<file path="src/rtl/multdiv_sequencer_if.sv">
// multdiv_sequencer_if
//   Handshake bundle between the execute stage / iterative mul-div datapath
//   and the multdiv_sequencer control FSM.
//   master : execute/datapath side - drives start pulses and datapath flags,
//            receives enables, iteration index and completion status.
//   slave  : sequencer side - the mirror image.
//   Signals:
//     ctrl_mult, ctrl_div   single-cycle start pulses
//     divisor_zero          divisor operand == 0 (valid with ctrl_div)
//     mult_ovf              64-to-32 product overflow (valid in last RUN cycle)
//     load_en, step_en      datapath register enables
//     op_div                1 = divide, 0 = multiply
//     iter_count [CW]       current iteration index
//     busy                  operation in LOAD/RUN
//     data_ready            one-cycle completion pulse
//     data_exception        divide-by-zero / multiply overflow, with data_ready
interface multdiv_sequencer_if #(
  parameter int CW = 6
);
  logic          ctrl_mult;
  logic          ctrl_div;
  logic          divisor_zero;
  logic          mult_ovf;
  logic          load_en;
  logic          step_en;
  logic          op_div;
  logic [CW-1:0] iter_count;
  logic          busy;
  logic          data_ready;
  logic          data_exception;

  modport master (
    output ctrl_mult, ctrl_div, divisor_zero, mult_ovf,
    input  load_en, step_en, op_div, iter_count, busy, data_ready, data_exception
  );

  modport slave (
    input  ctrl_mult, ctrl_div, divisor_zero, mult_ovf,
    output load_en, step_en, op_div, iter_count, busy, data_ready, data_exception
  );
endinterface

</file>
<file path="src/rtl/multdiv_sequencer.sv">
// multdiv_sequencer
//   Control FSM for the iterative multiply/divide datapath. Accepts start
//   pulses, sequences LOAD -> RUN (ITER steps) -> DONE, counts iterations and
//   reports completion plus divide-by-zero / multiply-overflow exceptions.
//   Ports:
//     clk    system clock, rising edge
//     reset  asynchronous, active-high; clears all state
//     bus    multdiv_sequencer_if slave modport (see interface header)
//   Parameters:
//     ITER   iterations per operation (2..64)
//     CW     width of iter_count, 2**CW > ITER
//   Every output is decoded from state flops or is a flop itself; inputs never
//   reach outputs combinationally.
module multdiv_sequencer #(
  parameter int ITER = 32,
  parameter int CW   = 6
) (
  input  logic                 clk,
  input  logic                 reset,
  multdiv_sequencer_if.slave   bus
);

  typedef enum logic [1:0] {
    IDLE = 2'd0,
    LOAD = 2'd1,
    RUN  = 2'd2,
    DONE = 2'd3
  } state_t;

  localparam logic [CW-1:0] LAST_ITER = CW'(ITER - 1);

  state_t        state;
  state_t        state_nxt;
  logic [CW-1:0] iter_count_q;
  logic          op_div_q;
  logic          exc_q;
  logic          start;
  logic          last_iter;

  always_comb begin
    start     = bus.ctrl_mult | bus.ctrl_div;
    last_iter = (iter_count_q == LAST_ITER);
  end

  // A start pulse is honoured in every state: from IDLE/DONE it begins a new
  // operation, from LOAD/RUN it aborts the current one.
  always_comb begin
    state_nxt = state;
    if (start) begin
      state_nxt = LOAD;
    end else begin
      case (state)
        IDLE:    state_nxt = IDLE;
        LOAD:    state_nxt = exc_q ? DONE : RUN;
        RUN:     state_nxt = last_iter ? DONE : RUN;
        DONE:    state_nxt = IDLE;
        default: state_nxt = IDLE;
      endcase
    end
  end

  always_ff @(posedge clk or posedge reset) begin
    if (reset) begin
      state <= IDLE;
    end else begin
      state <= state_nxt;
    end
  end

  // The exception flag is rewritten on every acceptance. divisor_zero is only
  // meaningful at acceptance, so loading it here both clears the flag for a
  // multiply and marks the LOAD -> DONE short-cut for a divide by zero.
  always_ff @(posedge clk or posedge reset) begin
    if (reset) begin
      iter_count_q <= '0;
      op_div_q     <= 1'b0;
      exc_q        <= 1'b0;
    end else if (start) begin
      iter_count_q <= '0;
      op_div_q     <= bus.ctrl_div & ~bus.ctrl_mult;
      exc_q        <= bus.ctrl_div & ~bus.ctrl_mult & bus.divisor_zero;
    end else if (state == RUN) begin
      if (!last_iter) begin
        iter_count_q <= iter_count_q + CW'(1);
      end else if (!op_div_q) begin
        exc_q <= bus.mult_ovf;
      end
    end
  end

  always_comb begin
    bus.load_en        = (state == LOAD);
    bus.step_en        = (state == RUN);
    bus.busy           = (state == LOAD) || (state == RUN);
    bus.data_ready     = (state == DONE);
    bus.data_exception = (state == DONE) && exc_q;
    bus.op_div         = op_div_q;
    bus.iter_count     = iter_count_q;
  end

endmodule

</file>
<file path="src/flat_wrapper.sv">
// flat-port wrapper written by rule: the top's interface ports become plain ports
module multdiv_sequencer_flat 
#(
  parameter int ITER = 32,
  parameter int CW   = 6
)
  (clk, reset, bus_ctrl_mult, bus_ctrl_div, bus_divisor_zero, bus_mult_ovf, bus_load_en, bus_step_en, bus_op_div, bus_iter_count, bus_busy, bus_data_ready, bus_data_exception);
  multdiv_sequencer_if #(.CW(CW)) bus_i ();
  input  logic clk;
  input  logic reset;
  input wire logic [$bits(bus_i.ctrl_mult)-1:0] bus_ctrl_mult;
  input wire logic [$bits(bus_i.ctrl_div)-1:0] bus_ctrl_div;
  input wire logic [$bits(bus_i.divisor_zero)-1:0] bus_divisor_zero;
  input wire logic [$bits(bus_i.mult_ovf)-1:0] bus_mult_ovf;
  output wire logic [$bits(bus_i.load_en)-1:0] bus_load_en;
  output wire logic [$bits(bus_i.step_en)-1:0] bus_step_en;
  output wire logic [$bits(bus_i.op_div)-1:0] bus_op_div;
  output wire logic [$bits(bus_i.iter_count)-1:0] bus_iter_count;
  output wire logic [$bits(bus_i.busy)-1:0] bus_busy;
  output wire logic [$bits(bus_i.data_ready)-1:0] bus_data_ready;
  output wire logic [$bits(bus_i.data_exception)-1:0] bus_data_exception;
  assign bus_i.ctrl_mult = bus_ctrl_mult;
  assign bus_i.ctrl_div = bus_ctrl_div;
  assign bus_i.divisor_zero = bus_divisor_zero;
  assign bus_i.mult_ovf = bus_mult_ovf;
  assign bus_load_en = bus_i.load_en;
  assign bus_step_en = bus_i.step_en;
  assign bus_op_div = bus_i.op_div;
  assign bus_iter_count = bus_i.iter_count;
  assign bus_busy = bus_i.busy;
  assign bus_data_ready = bus_i.data_ready;
  assign bus_data_exception = bus_i.data_exception;
  multdiv_sequencer #(.ITER(ITER), .CW(CW)) u_core (.clk(clk), .reset(reset), .bus(bus_i));
endmodule
</file>
<file path="config.mk">
export PLATFORM = sky130hd
export DESIGN_NAME = multdiv_sequencer_flat
export DESIGN_NICKNAME = d
export VERILOG_FILES = /design/src/rtl/multdiv_sequencer_if.sv /design/src/rtl/multdiv_sequencer.sv /design/src/flat_wrapper.sv
export SDC_FILE = /design/constraint.sdc
export NUM_CORES = 1
export LEC_CHECK = 0
export CAP_MARGIN = 20
export CELL_PAD_IN_SITES_DETAIL_PLACEMENT = 0
export CELL_PAD_IN_SITES_GLOBAL_PLACEMENT = 2
export CORE_MARGIN = 2
export CORE_UTILIZATION = 23
export CTS_CLUSTER_DIAMETER = 60
export CTS_CLUSTER_SIZE = 10
export DETAILED_ROUTE_END_ITERATION = 10
export PLACE_DENSITY = 0.8
export SLEW_MARGIN = 10
export SYNTH_ARGS = -nofsm -noshare
export SYNTH_HDL_FRONTEND = slang
export SYNTH_SLANG_ARGS = --single-unit
</file>
<file path="constraint.sdc">
create_clock -name clk -period 1.4 [get_ports clk]
set_clock_uncertainty 0.05 [all_clocks]
set_input_delay 0.35 -clock clk [delete_from_list [all_inputs] [get_ports clk]]
set_output_delay 0.35 -clock clk [all_outputs]
set_load 0.05 [all_outputs]
</file>
; ---- Word level (Yosys, flattened, before mapping)
; Cells that the tools add are included.
[word_totals]
register_bits = 10
latchBits = 0
ramBits = 0
mem_bits_ro = 0
inputBits = 6
out_inout_bits = 12
word_cells = 34
mem_count = 0
[classes]
n_addsub = 1
mul = 0
div = 0
magnitude_cmp = 0
eq_ne = 6
shifts = 0
mux = 11
bitwise_logic = 4
n_reduce_logical = 8
[ops]
columns = operator, count
row1 = 2-to-1 mux 6 bit, 3
row2 = "adder 6 x 1 -> 6 bit, second input constant", 1
row3 = "equality test 6 x 5 -> 1 bit, second input constant", 1
row4 = 2-to-1 mux 1 bit, 6
row5 = case mux 2 bit (3 select lines), 1
row6 = "equality test 2 bit, second input constant", 2
row7 = nonzero test 2 bit, 2
row8 = AND reduction 3 bit, 1
row9 = AND 1 bit, 2
row10 = "equality test 2 x 1 -> 1 bit, second input constant", 1
row11 = logical NOT 2 bit, 1
row12 = 2-to-1 mux 2 bit, 1
row13 = "!= test 2 x 1 -> 1 bit, second input constant", 1
row14 = "!= test 2 bit, second input constant", 1
row15 = AND reduction 2 bit, 1
row16 = OR reduction 2 bit, 1
row17 = logical AND 1 bit, 1
row18 = logical OR 1 bit, 1
row19 = inverter 1 bit, 1
row20 = bitwise OR 1 bit, 1

; ---- Longest topological paths before layout
[depth]
word_depth = 4
ltp_mapped = 5

; ---- Worst setup path before layout
; No wires, ideal clock.
[synth_path]
path_type = register to register
from = reg u_core.state[0]
to = reg u_core.exc_q
arrival_time_ns = 1.710
slack_ns = -0.485
path_stages_with_launch = 6
path_buffers = 0
period_less_slack_ns = 1.885
path_cell_list = dfrtp_1 -> inv_1 -> ha_1 -> and3_4 -> a41oi_1 -> mux2_4
[synth_via]
elab_chain_len = 3
[synth_lines]
columns = element, line_no
row1 = start: declaration, multdiv_sequencer.sv:32  ; state_t state;
row2 = start signal: assignment, multdiv_sequencer.sv:66  ; state <= state_nxt;
row3 = equality test 2 bit, --
row4 = net bus_step_en, flat_wrapper.sv:16  ; output wire logic [$bits(bus_i.step_en)-1:0] bus_step_en;
row5 = nonzero test 2 bit (no source line), --
row6 = AND reduction 3 bit (no source line), --
row7 = end signal: assignment, multdiv_sequencer.sv:81  ; exc_q <= bus.ctrl_div & ~bus.ctrl_mult & bus.divisor_zero;
row8 = end signal: assignment, multdiv_sequencer.sv:86  ; exc_q <= bus.mult_ovf;
row9 = end: declaration, multdiv_sequencer.sv:36  ; logic exc_q;
; The timed path passes the listed nets, and every way through them passes these cells.
; A chain may end at the register's enable or synchronous reset.

; ---- Worst setup path in the final report
[layout_path]
from = reg u_core.state[1]
to = out bus_data_exception
[layout_via]
elab_chain_len = 2
[layout_lines]
columns = element, line_no
row1 = equality test 2 bit, multdiv_sequencer.sv:96  ; bus.data_exception = (state == DONE) && exc_q;
row2 = logical AND 1 bit, multdiv_sequencer.sv:96
row3 = end: declaration, flat_wrapper.sv:21  ; output wire logic [$bits(bus_i.data_exception)-1:0] bus_data_exception;
; Every way passes these cells.

==> impl_metrics.json <==
{
  "status": "finished, violations left",
  "violations": "negative setup slack",
  "async_reset_ff_frac": 1.00,
  "ys.flop_type": "dfrtp_1",
  "synth_common_cells": "dfrtp_1, nand2_1, inv_1, nor2_1",
  "cts_tree": "done",
  "drtIter0Drc": 6,
  "start_util": 0.249,
  "slew_violations": 0,
  "wl_per_cell_um": 11.9,
  "area_growth_pct": 101,
  "synth_edf_count": 0,
  "multiInputGateArea_um2": 369,
  "die-area_mm2": 0.00288,
  "rsz0062_at_grt": "yes",
  "syn_area_per_cell_um2": 10.1,
  "startpoint_type": "flop",
  "setup_viol": 7,
  "grt_pass1_vias": 508,
  "ys_seq_area_frac": 0.442,
  "grt_pass1_wl_mm": 2.44,
  "setup_slack_ps": -170,
  "core_area_mm2": 0.00228,
  "overflow": 0,
  "vias": 558,
  "p_total_w": 0.000692,
  "ys_ff_latch": 10,
  "die_w_um": 53.6,
  "synth_most_common_cell": "dfrtp_1",
  "postSynthNetCount": 66,
  "track_usage": 0.121,
  "cp-end-kind": "primary output",
  "yosysUniqueCellTypes": 25,
  "max_freq_mhz": 637,
  "numCtsBuffers": 3,
  "period_share": 1.12,
  "ctsHoldBuffers": 0,
  "synth.area.top_cells": "dfrtp_1, ha_1, mux2i_1",
  "nets": 104,
  "fillers": 213,
  "max_slew.worst_pin.slew_ps": 404,
  "synth.top_cell.area_share": 0.442,
  "synth_area_leader_cell": "dfrtp_1",
  "antenna_found_initial": 0,
  "hold_viol": 0,
  "relSlewSlack": 0.731,
  "drt_pass1_iterations": 4,
  "min_period_ps": 1570,
  "root_buffer": "clkbuf_4",
  "critPathKind": "reg -> out",
  "die-height_um": 53.6,
  "cellPowerDensity_mw_per_mm2": 607,
  "hpwl_mm": 1.07,
  "synth_area_um2": 567,
  "cts_max_level": 1,
  "r2r_setup_slack_ps": -50,
  "arrival_ps": 1170,
  "drc": 0,
  "gp_congestion": 0.730,
  "io_buffers": 17,
  "num_io_pins": 18,
  "clock_latency_ps": 260,
  "ff2ff_path_depth": 7,
  "viasPerCell": 4.65,
  "routed_wl_mm": 1.43,
  "clock-sinks": 10,
  "final_util": 0.501,
  "synthesis.instances": 56,
  "drive_gt1_frac": 0.598,
  "min_path_type": "in -> async",
  "r2r_start": "u_core.state[0]$_DFF_PP0_",
  "p_leak_nw": 0.494,
  "r2r_end": "u_core.bus.iter_count[5]$_DFFE_PP0P_",
  "ff_latch_area_um2": 259,
  "cp_data_required_time_ps": 1000,
  "grt_max_degree": 11,
  "row_count": 17,
  "max_cap_viol_count": 0,
  "diodes": 0,
  "clockBufferDepth": 2,
  "yosysWarnings": 0,
  "path_max_fanout": 3,
  "antenna_left": 0,
  "vdd_ir_drop_max_v": 0.000415,
  "clk_pin_slew_ps": 60
}
==> placed cells by master, fill, tap and decap left out, types with 2 or more instances in the layout <==
cell type / n
ha_4: 3
clkbuf_4: 3
buf_6: 6
mux2i_1: 4
buf_4: 10
dfrtp_1: 3
buf_12: 12
nor2_1: 5
nand4_1: 2
nand2_1: 7
inv_1: 3
dfrtp_2: 7
clkdlybuf4s50_1: 5
==> kinds of logic after synthesis <==
logic type	synth area share
compound gates	0.115
flops	0.442
buf+inv	0.0331
mux	0.0971
fa+ha+maj	0.0883
simple gates	0.225
==> sequential cells by signal (all words and copies together) (netlist names) <==
| register | flops |
|---|---|
| u_core.exc_q | 1 |
| u_core.bus.iter_count | 6 |
| u_core.bus.op_div | 1 |
| u_core.state | 2 |
==> where the power goes <==
| group | switching (W) | total, W | internal [W] |
|---|---|---|---|
| Combinational | 0.0000932 | 0.000192 | 0.0000984 |
| Clock | 0.0000925 | 0.000192 | 0.0000991 |
| Sequential | 0.0000111 | 0.000309 | 0.000298 |
| Total | 0.000197 | 0.000692 | 0.000495 |
==> layout make-up <==
cell class / count / area share
repair buffers: 33 / 0.380
multi-input cells: 41 / 0.324
flip-flops and latches: 10 / 0.227
well taps: 28 / 0.0307
clock buffers: 3 / 0.0198
inverters: 5 / 0.0187
==> stage by stage <==
stage / setup TNS [ps] / std cells / worst slack (ps) / area, µm² / hold slack (ps)
after floorplan: -252 / 56 / -132 / 609 / 140
after global placement: -966 / 110 / -245 / 1000 / 492
after detailed placement: -1080 / 110 / -271 / 1000 / 491
after CTS: -922 / 118 / -188 / 1090 / 337
after global routing: -1600 / 120 / -218 / 1140 / 370
final: -890 / 120 / -170 / 1140 / 323
==> worst max-delay path: stages (launching register included) <==
cell     delay, ps
dfrtp_2        440
ha_4           170
and2_4         150
buf_12         140
==> how the worst max path moves through the flow <==
stage	endpoint	startpoint
after CTS	bus_data_exception	u_core.state[1]$_DFF_PP0_
after global placement	u_core.exc_q$_DFFE_PP0P_	bus_ctrl_div
final	bus_data_exception	u_core.state[1]$_DFF_PP0_
after detailed placement	u_core.exc_q$_DFFE_PP0P_	bus_ctrl_div
after global routing	bus_data_exception	u_core.state[1]$_DFF_PP0_
after floorplan	u_core.exc_q$_DFFE_PP0P_	u_core.state[0]$_DFF_PP0_
==> layer usage <==
metal / routed length, µm / global-route usage / up-vias
met4: 0 / 0 / 0
met2: 650 / 0.185 / 16
met5: 0 / 0 / -
li1: - / - / 272
met3: 98 / 0.0639 / 0
met1: 680 / 0.160 / 270
==> repair_timing <==
| item | in CTS | in global routing |
|---|---|---|
| endpoints found under the setup margin | 10 | 13 |
| setup buffers | 5 | 2 |
| pin swaps | 2 | 3 |
| gates resized for setup | 8 | 11 |
Note: power is estimated with default switching activity, not from simulation.
